[src/rtl/tt_sel_ctrl.sv]
// tt_sel_ctrl: sequencing controller at the top of the row-mux spine.
// Converts three slow, asynchronous control pins into the spine select bus
// and spine enable. Any change of select is bracketed by quiet phases so a
// row mux never sees its select move while it is enabled.
module tt_sel_ctrl #(
   parameter int N_DESIGNS = 1024,
   parameter int GUARD     = 4,
   parameter int PEND_W    = 4
) (
   input  logic       clk,
   input  logic       rst_n,
   input  logic       ctrl_sel_inc,
   input  logic       ctrl_sel_rst_n,
   input  logic       ctrl_ena,
   output logic [9:0] spine_sel,
   output logic       spine_ena,
   output logic [9:0] cur_sel,
   output logic       busy
);

   localparam int IDX_W = 10;
   localparam int CNT_W = 4;

   localparam logic [CNT_W-1:0]  GUARD_LAST = CNT_W'(GUARD - 1);
   localparam logic [IDX_W-1:0]  LAST_IDX   = IDX_W'(N_DESIGNS - 1);
   localparam logic [PEND_W-1:0] PEND_MAX   = '1;

   typedef enum logic [1:0] {
      RUN     = 2'd0,
      QUIESCE = 2'd1,
      SWITCH  = 2'd2
   } state_t;

   // Pin synchronizers and edge-detect history
   logic inc_s1_q, inc_s2_q, inc_dly_q;
   logic rsn_s1_q, rsn_s2_q;
   logic ena_s1_q, ena_s2_q;
   logic inc_evt_q, inc_evt_d;

   // Sequencer state
   state_t             state_q, state_d;
   logic [CNT_W-1:0]   cnt_q, cnt_d;
   logic [IDX_W-1:0]   cur_sel_q, cur_sel_d;
   logic [PEND_W-1:0]  pending_q, pending_d;
   logic               spine_ena_q, spine_ena_d;

   logic rst_req;
   logic ena_sync;
   logic work_left;
   logic commit;
   logic dec;

   // Synchronized pin levels; the select-reset pin is active low at the pin
   assign rst_req  = ~rsn_s2_q;
   assign ena_sync = ena_s2_q;

   // Two-flop synchronizers plus the delayed copy used for inc edge detect
   always_ff @(posedge clk or negedge rst_n) begin
      if (!rst_n) begin
         inc_s1_q  <= 1'b0;
         inc_s2_q  <= 1'b0;
         inc_dly_q <= 1'b0;
         rsn_s1_q  <= 1'b0;
         rsn_s2_q  <= 1'b0;
         ena_s1_q  <= 1'b0;
         ena_s2_q  <= 1'b0;
         inc_evt_q <= 1'b0;
      end else begin
         inc_s1_q  <= ctrl_sel_inc;
         inc_s2_q  <= inc_s1_q;
         inc_dly_q <= inc_s2_q;
         rsn_s1_q  <= ctrl_sel_rst_n;
         rsn_s2_q  <= rsn_s1_q;
         ena_s1_q  <= ctrl_ena;
         ena_s2_q  <= ena_s1_q;
         inc_evt_q <= inc_evt_d;
      end
   end

   // Registered one-cycle pulse on each synchronized rising edge of the inc pin
   always_comb begin
      inc_evt_d = inc_s2_q & ~inc_dly_q;
   end

   // Sequencer, pending counter and index registers
   always_ff @(posedge clk or negedge rst_n) begin
      if (!rst_n) begin
         state_q     <= RUN;
         cnt_q       <= '0;
         cur_sel_q   <= '0;
         pending_q   <= '0;
         spine_ena_q <= 1'b0;
      end else begin
         state_q     <= state_d;
         cnt_q       <= cnt_d;
         cur_sel_q   <= cur_sel_d;
         pending_q   <= pending_d;
         spine_ena_q <= spine_ena_d;
      end
   end

   // Next-state: RUN -> QUIESCE -> SWITCH (commit on entry) -> RUN or QUIESCE
   always_comb begin
      state_d     = state_q;
      cnt_d       = cnt_q;
      cur_sel_d   = cur_sel_q;
      pending_d   = pending_q;
      spine_ena_d = 1'b0;
      commit      = 1'b0;
      dec         = 1'b0;
      work_left   = (pending_q != '0) || (rst_req && (cur_sel_q != '0));

      case (state_q)
         RUN: begin
            if (work_left) begin
               state_d = QUIESCE;
               cnt_d   = GUARD_LAST;
            end
         end
         QUIESCE: begin
            if (cnt_q == '0) begin
               state_d = SWITCH;
               cnt_d   = GUARD_LAST;
               commit  = 1'b1;
            end else begin
               cnt_d = cnt_q - 1'b1;
            end
         end
         SWITCH: begin
            if (cnt_q == '0) begin
               // Chain straight into another quiet phase if work remains,
               // so the spine is not briefly re-enabled between switches.
               if (work_left) begin
                  state_d = QUIESCE;
                  cnt_d   = GUARD_LAST;
               end else begin
                  state_d = RUN;
               end
            end else begin
               cnt_d = cnt_q - 1'b1;
            end
         end
         default: begin
            state_d = RUN;
            cnt_d   = '0;
         end
      endcase

      // A select reset overrides queued increments. An increment commit only
      // happens when one is actually queued (a reset request may have been
      // withdrawn while quiescing, leaving nothing to do).
      if (commit) begin
         if (rst_req) begin
            cur_sel_d = '0;
         end else if (pending_q != '0) begin
            dec       = 1'b1;
            cur_sel_d = (cur_sel_q == LAST_IDX) ? '0 : cur_sel_q + 1'b1;
         end
      end

      if (rst_req) begin
         pending_d = '0;
      end else if (inc_evt_q && !dec) begin
         if (pending_q != PEND_MAX) begin
            pending_d = pending_q + 1'b1;
         end
      end else if (dec && !inc_evt_q) begin
         pending_d = pending_q - 1'b1;
      end

      // The enable is only ever driven while the controller will be in RUN
      if (state_d == RUN) begin
         spine_ena_d = ena_sync;
      end
   end

   // Spine select: branch/local interleave of the linear index
   assign spine_sel = {cur_sel_q[9:6], cur_sel_q[0], cur_sel_q[5], cur_sel_q[4:1]};
   assign spine_ena = spine_ena_q;
   assign cur_sel   = cur_sel_q;
   assign busy      = (state_q != RUN);

endmodule

[config.mk]
export PLATFORM = sky130hd
export DESIGN_NAME = tt_sel_ctrl
export DESIGN_NICKNAME = d
export VERILOG_FILES = /design/src/rtl/tt_sel_ctrl.sv
export SDC_FILE = /design/constraint.sdc
export NUM_CORES = 1
export LEC_CHECK = 0
export ABC_CLOCK_PERIOD_IN_PS = 5100
export CAP_MARGIN = 20
export CELL_PAD_IN_SITES_DETAIL_PLACEMENT = 1
export CELL_PAD_IN_SITES_GLOBAL_PLACEMENT = 2
export CORE_UTILIZATION = 35
export DETAILED_ROUTE_END_ITERATION = 10
export PLACE_DENSITY_LB_ADDON = 0.1
export SLEW_MARGIN = 25
export SYNTH_ARGS = -nofsm -noshare
export SYNTH_HDL_FRONTEND = slang
export SYNTH_SLANG_ARGS = --single-unit
[constraint.sdc]
create_clock -name clk -period 5.1 [get_ports clk]
set_input_delay 1.02 -clock clk [delete_from_list [all_inputs] [get_ports clk]]
set_output_delay 1.02 -clock clk [all_outputs]
set_load 0.05 [all_outputs]
Word level (Yosys, flattened, before mapping)
Cells that the tools add are included.
{"block": "totals", "mem_bits_rw": 0, "romBits": 0, "latch_bits": 0, "memories": 0, "elab_cells": 63, "inputBits": 5, "ff_bits": 29, "out_inout_bits": 22}
{"block": "classes", "shifts": 0, "div_mod_pow": 0, "bitwise": 3, "mul": 0, "addsub": 4, "n_eq_ne": 7, "n_mux": 22, "reduce_logical": 14, "n_lt_le_gt_ge": 0}
{"op": "$mux W10", "count": 3}
{"op": "$mux W4", "count": 7}
{"op": "$pmux W4 S3", "count": 1}
{"op": "$add A10 B1 Y10 const B", "count": 1}
{"op": "$eq A10 B10 Y1 const B", "count": 1}
{"op": "$reduce_bool A10 Y1", "count": 1}
{"op": "$sub A4 B1 Y4 const B", "count": 2}
{"op": "$mux W1", "count": 7}
{"op": "$mux W2", "count": 3}
{"op": "$pmux W2 S3", "count": 1}
{"op": "$add A4 B1 Y4 const B", "count": 1}
{"op": "$logic_not A2 Y1", "count": 2}
{"op": "$logic_not A4 Y1", "count": 1}
{"op": "$ne A4 B4 Y1 const B", "count": 1}
{"op": "$reduce_and A2 Y1", "count": 2}
{"op": "$reduce_bool A4 Y1", "count": 1}
{"op": "$logic_and A1 B1 Y1", "count": 3}
{"op": "$ne A3 B1 Y1 const B", "count": 1}
{"op": "$ne A3 B2 Y1 const B", "count": 1}
{"op": "$eq A2 B1 Y1 const B", "count": 1}
{"op": "$eq A2 B2 Y1 const B", "count": 1}
{"op": "$logic_not A1 Y1", "count": 2}
{"op": "$ne A2 B1 Y1 const B", "count": 1}
{"op": "$not A1 Y1", "count": 2}
{"op": "3 further kinds", "count": 3}

Longest topological paths before layout
{"block": "logic_depth", "depth_word": 8, "mapped_depth": 10, "ltp_nobuf": 10}

Worst setup path after synthesis
Ideal clock, no wire load.
{"block": "synth_timing", "kind": "register to register", "startpoint": "reg pending_q[1]", "endpoint": "reg pending_q[3]", "synth_period_minus_slack_ps": 2656, "required_ps": 5021, "arrival_time_ps": 2577, "setup_time_ps": 79, "path_buffers": 1, "slack_ps": 2444, "stages_incl_launch_ff": 10, "cell_sequence": "dfrtp_1 or4_4 buf_6 nand4_1 nand2_1 ha_1 and3_1 or3_2 mux2i_1 mux2i_1"}
{"block": "synth_between", "elab_chain_len": 8, "elab_cells_between_ends": 17, "classes_between": "2 x add/sub; 3 x eq/ne; 7 x mux; 5 x reduce/logical"}
{"element": "start, declared", "line": "44", "source": "logic [PEND_W-1:0] pending_q, pending_d;"}
{"element": "start signal, assigned", "line": "97", "source": "pending_q <= pending_d;"}
{"element": "$reduce_bool A4 Y1", "line": "155", "source": "end else if (pending_q != '0) begin"}
{"element": "$mux W1", "line": "155"}
{"element": "$mux W1", "line": "153", "source": "if (rst_req) begin"}
{"element": "$mux W1", "line": "152", "source": "if (commit) begin"}
{"element": "$logic_not A1 Y1", "line": "163", "source": "end else if (inc_evt_q && !dec) begin"}
{"element": "$logic_and A1 B1 Y1", "line": "163"}
{"element": "$ne A3 B2 Y1 (no line) (tied with other cells)"}
{"element": "$reduce_and A2 Y1 (no line) / $mux W4 (equally long branches)"}
Several ways; a longest one is shown, not always the timed one. The select of a mux whose other input is x is not followed.
A chain may end at the register's enable or synchronous reset.

Worst setup path after layout
{"block": "layout_timing", "startpoint": "reg cnt_q[0]", "endpoint": "reg pending_q[3]"}
{"block": "layout_between", "elab_chain_len": 8, "elab_cells_between_ends": 12, "classes_between": "2 x eq/ne; 5 x mux; 5 x reduce/logical"}
{"element": "start, declared", "line": "42", "source": "logic [CNT_W-1:0] cnt_q, cnt_d;"}
{"element": "start signal, assigned", "line": "95", "source": "cnt_q <= cnt_d;"}
{"element": "$logic_not A4 Y1 *", "line": "121", "source": "if (cnt_q == '0) begin"}
{"element": "$mux W1 *", "line": "121"}
{"element": "$mux W1 *", "line": "113", "source": "case (state_q)"}
{"element": "$mux W1 *", "line": "152"}
{"element": "$logic_not A1 Y1", "line": "163"}
{"element": "$logic_and A1 B1 Y1", "line": "163"}
{"element": "$ne A3 B2 Y1 (no line) (tied with other cells)"}
{"element": "$reduce_and A2 Y1 (no line) / $mux W4 (equally long branches)"}
Every way passes the cells marked *; elsewhere a longest branch is shown, timed or not.

==> flow_summary.yaml <==
drt:
  drc: 4
  via_count: 1263
  routedWlPerCell_um: 15.5
  drt-initial-drc-count: 83
  first_pass_iters: 7
  vias_per_cell: 5.28
  drt-total-wl_um: 3710
  antenna_left: 0
timing:
  rsz0062_at_grt: "false"
  drv_slew: 0
  tightestPinTransition_ns: 0.506
  fin_crit_ns: 3.00
  setup_ws_ns: 2.10
  fin_setup_tns_ns: 0
  fmax_mhz: 333
  setup_violations: 0
  clock_skew_ns: 0.00613
  whs_ns: 0.356
  post-route-period-util_pct: 58.9
  hold_violations: 0
  relSlewSlack_pct: 66.2
job:
  drv_cap: 0
power_and_ir_drop:
  sw_frac_of_total_pct: 37.7
  p_seq_share_pct: 36.2
  ir_worst_vdd_mv: 0.150
  power.switching_uw: 326
  comb_power_share_pct: 36.4
  clkPwrFrac_pct: 27.4
  power.leakage_nw: 0.831
  p_int_uw: 540
  power_density_nw_per_um2: 438
clock_network:
  clock_latency_ns: 0.27
  clock-sinks: 29
  clock_path_buffers: 2
  cts-root-buf: "clkbuf_8"
  cts_tree: "yes"
  cts_buffers: 5
  cts_resized: 0
  postCtsSetupBuffers: 0
  clk_pin_slew_ns: 0.07
  htree_levels: 2
  hold_buffers: 0
critical_path:
  crit_type: "reg2reg"
  endpoint_kind: "flip-flop"
  critPathMaxFanout: 8
  crit_required_ns: 5.30
  critPathLaunchType: "flip-flop"
  cp.arrival_ns: 3.20
synthesis:
  netlist_area_um2: 1640
  ys_ff_latch: 29
  yosysSeqAreaShare_pct: 44.2
  syn_inst: 167
  synth_edf_count: 0
  ys.flop_type: "dfrtp_1"
  ys_types: 47
  async_flop_share_pct: 100
  synth_warnings: 0
  synth_area_per_cell_um2: 9.82
  syn_nets: 178
cells_and_area:
  antennaDiodeCount: 0
  fin_nets: 197
  fillCellCount: 524
  drive_gt1_share_pct: 10.2
  final_util_pct: 44.5
  area_growth_pct: 20.4
worst_hold_path:
  min_path_type: "reg2reg"
global_route:
  grt-ovfl-total: 0
  grt_usage_pct: 16.5
  grt_pass1_wl_um: 6380
  grt_max_degree: 30
  grt_pass1_vias: 1279
  antenna_found_initial: 0
die:
  die_w_um: 70.5
  num_rows: 24
  initial_utilization_pct: 36.9
  io_pins: 27
  core_um2: 4440
  die_area_um2: 4960
  die_y_um: 70.5
outcome:
  violations: "DRC"
  status: "finished with violations"
placed_design:
  hpwl_um: 2750
  finalWeightedCongestion: 0.713
  port_buffers: 26
  place_ws_ns: 2.07
-- power groups by stage --
stage | clock network, mW | logic [mW] | registers (mW)
detailed placement | 0 | 0.320 | 0.317
floorplan | 0 | 0.230 | 0.326
finish | 0.237 | 0.316 | 0.313
CTS | 0.245 | 0.321 | 0.313
global route | 0.258 | 0.348 | 0.319
global placement | 0 | 0.306 | 0.315
-- critical path, cell delays in order (launching register included) --
cell and delay, ns:
dfrtp_1 0.38, inv_1 0.11, ha_1 0.21, nor3b_2 0.43
nand4_1 0.27, nand2_1 0.19, ha_1 0.28, and3_1 0.21
or3_2 0.44, mux2i_1 0.22, mux2i_1 0.21
-- flip-flops by register name, indices dropped and copies added (netlist names) --
name       cells
cnt_q          4
cur_sel       10
ena_s1_q       1
ena_s2_q       1
inc_dly_q      1
inc_evt_q      1
inc_s1_q       1
inc_s2_q       1
pending_q      4
rsn_s1_q       1
rsn_s2_q       1
spine_ena      1
state_q        2
-- layout make-up --
cell class              instances  area, µm²  area share, %
inverters                      13       48.8           2.47
clock buffers                   5       68.8           3.48
flip-flops and latches         29        726           36.7
well taps                      52       65.1           3.29
clock inverters                 3       46.3           2.34
repair buffers                 27        268           13.6
multi-input cells             110        753           38.1
-- cell families (layout without fill, tap and decap cells) --
kind of cell | count (synthesis) | in the layout | synth area share, %
AND/OR/NAND/NOR | 65 | 65 | 21.9
flip-flops | 29 | 29 | 44.2
buffers and inverters | 28 | 48 | 9.84
AO/OA/AOI/OAI | 27 | 27 | 11.8
multiplexers | 8 | 8 | 4.96
adder cells (fa/ha/maj) | 7 | 7 | 5.64
XOR/XNOR | 3 | 3 | 1.60
-- layer usage --
layer / vias to the layer above / global-route usage (%) / part of all wire [%]
li1: 619 / - / -
met1: 621 / 21.6 / 49
met2: 21 / 27.9 / 48
met3: 2 / 3.90 / 2.8
met4: 0 / 2.72 / 0.51
met5: - / 0 / 0
-- metrics by stage --
| step | power (mW) | cells | instance area, µm² |
|---|---|---|---|
| global placement | 0.621 | 231 | 1860 |
| finish | 0.866 | 239 | 1980 |
| detailed placement | 0.637 | 231 | 1860 |
| CTS | 0.879 | 239 | 1980 |
| floorplan | 0.556 | 167 | 1640 |
| global route | 0.925 | 239 | 1980 |
-- synthesized netlist by cell type, types with 2 or more instances --
library cell,instances,area [µm²]
dfrtp_1,29,726
nand2_1,19,71.3
inv_1,13,48.8
buf_4,11,82.6
nand3_1,8,40.0
mux2i_1,7,70.1
nand4_1,6,37.5
a21oi_1,5,25.0
ha_1,5,62.6
nor2_1,5,18.8
nand2b_1,4,25.0
o21ai_0,4,20.0
nor2b_1,3,18.8
nor3_1,3,15.0
or3_1,3,18.8
xnor2_1,3,26.3
a22o_1,2,17.5
a31oi_1,2,12.5
a41oi_1,2,17.5
and3_1,2,12.5
buf_6,2,22.5
clkbuf_1,2,7.51
nor3b_1,2,15.0
o211ai_1,2,15.0
-- layout by cell type (no fill, tap or decap), types with 3 or more instances in the layout --
cell type / count
nor2b_1: 3
clkdlybuf4s50_1: 26
nor3_1: 3
dfrtp_1: 29
inv_1: 13
nand3_1: 8
xnor2_1: 3
mux2i_1: 7
ha_1: 5
nand2b_1: 4
nor2_1: 5
or3_1: 3
clkbuf_8: 5
nand2_1: 19
o21ai_0: 4
a21oi_1: 5
nand4_1: 6
-- final timing paths --
| path | cells after the start | startpoint | to | slack (ns) |
|---|---|---|---|---|
| min | 0 | inc_s1_q | inc_s2_q | 0.36 |
| min reg2reg | 0 | inc_s1_q | inc_s2_q | 0.36 |
| min in group asynchronous | 2 | rst_n | cur_sel[0] | 1.13 |
| max in group asynchronous | 2 | rst_n | cnt_q[1] | 3.70 |
| max | 10 | cnt_q[0] | pending_q[3] | 2.10 |
| max reg2reg | 10 | cnt_q[0] | pending_q[3] | 2.10 |
Note: power is estimated with default switching activity, not from simulation.
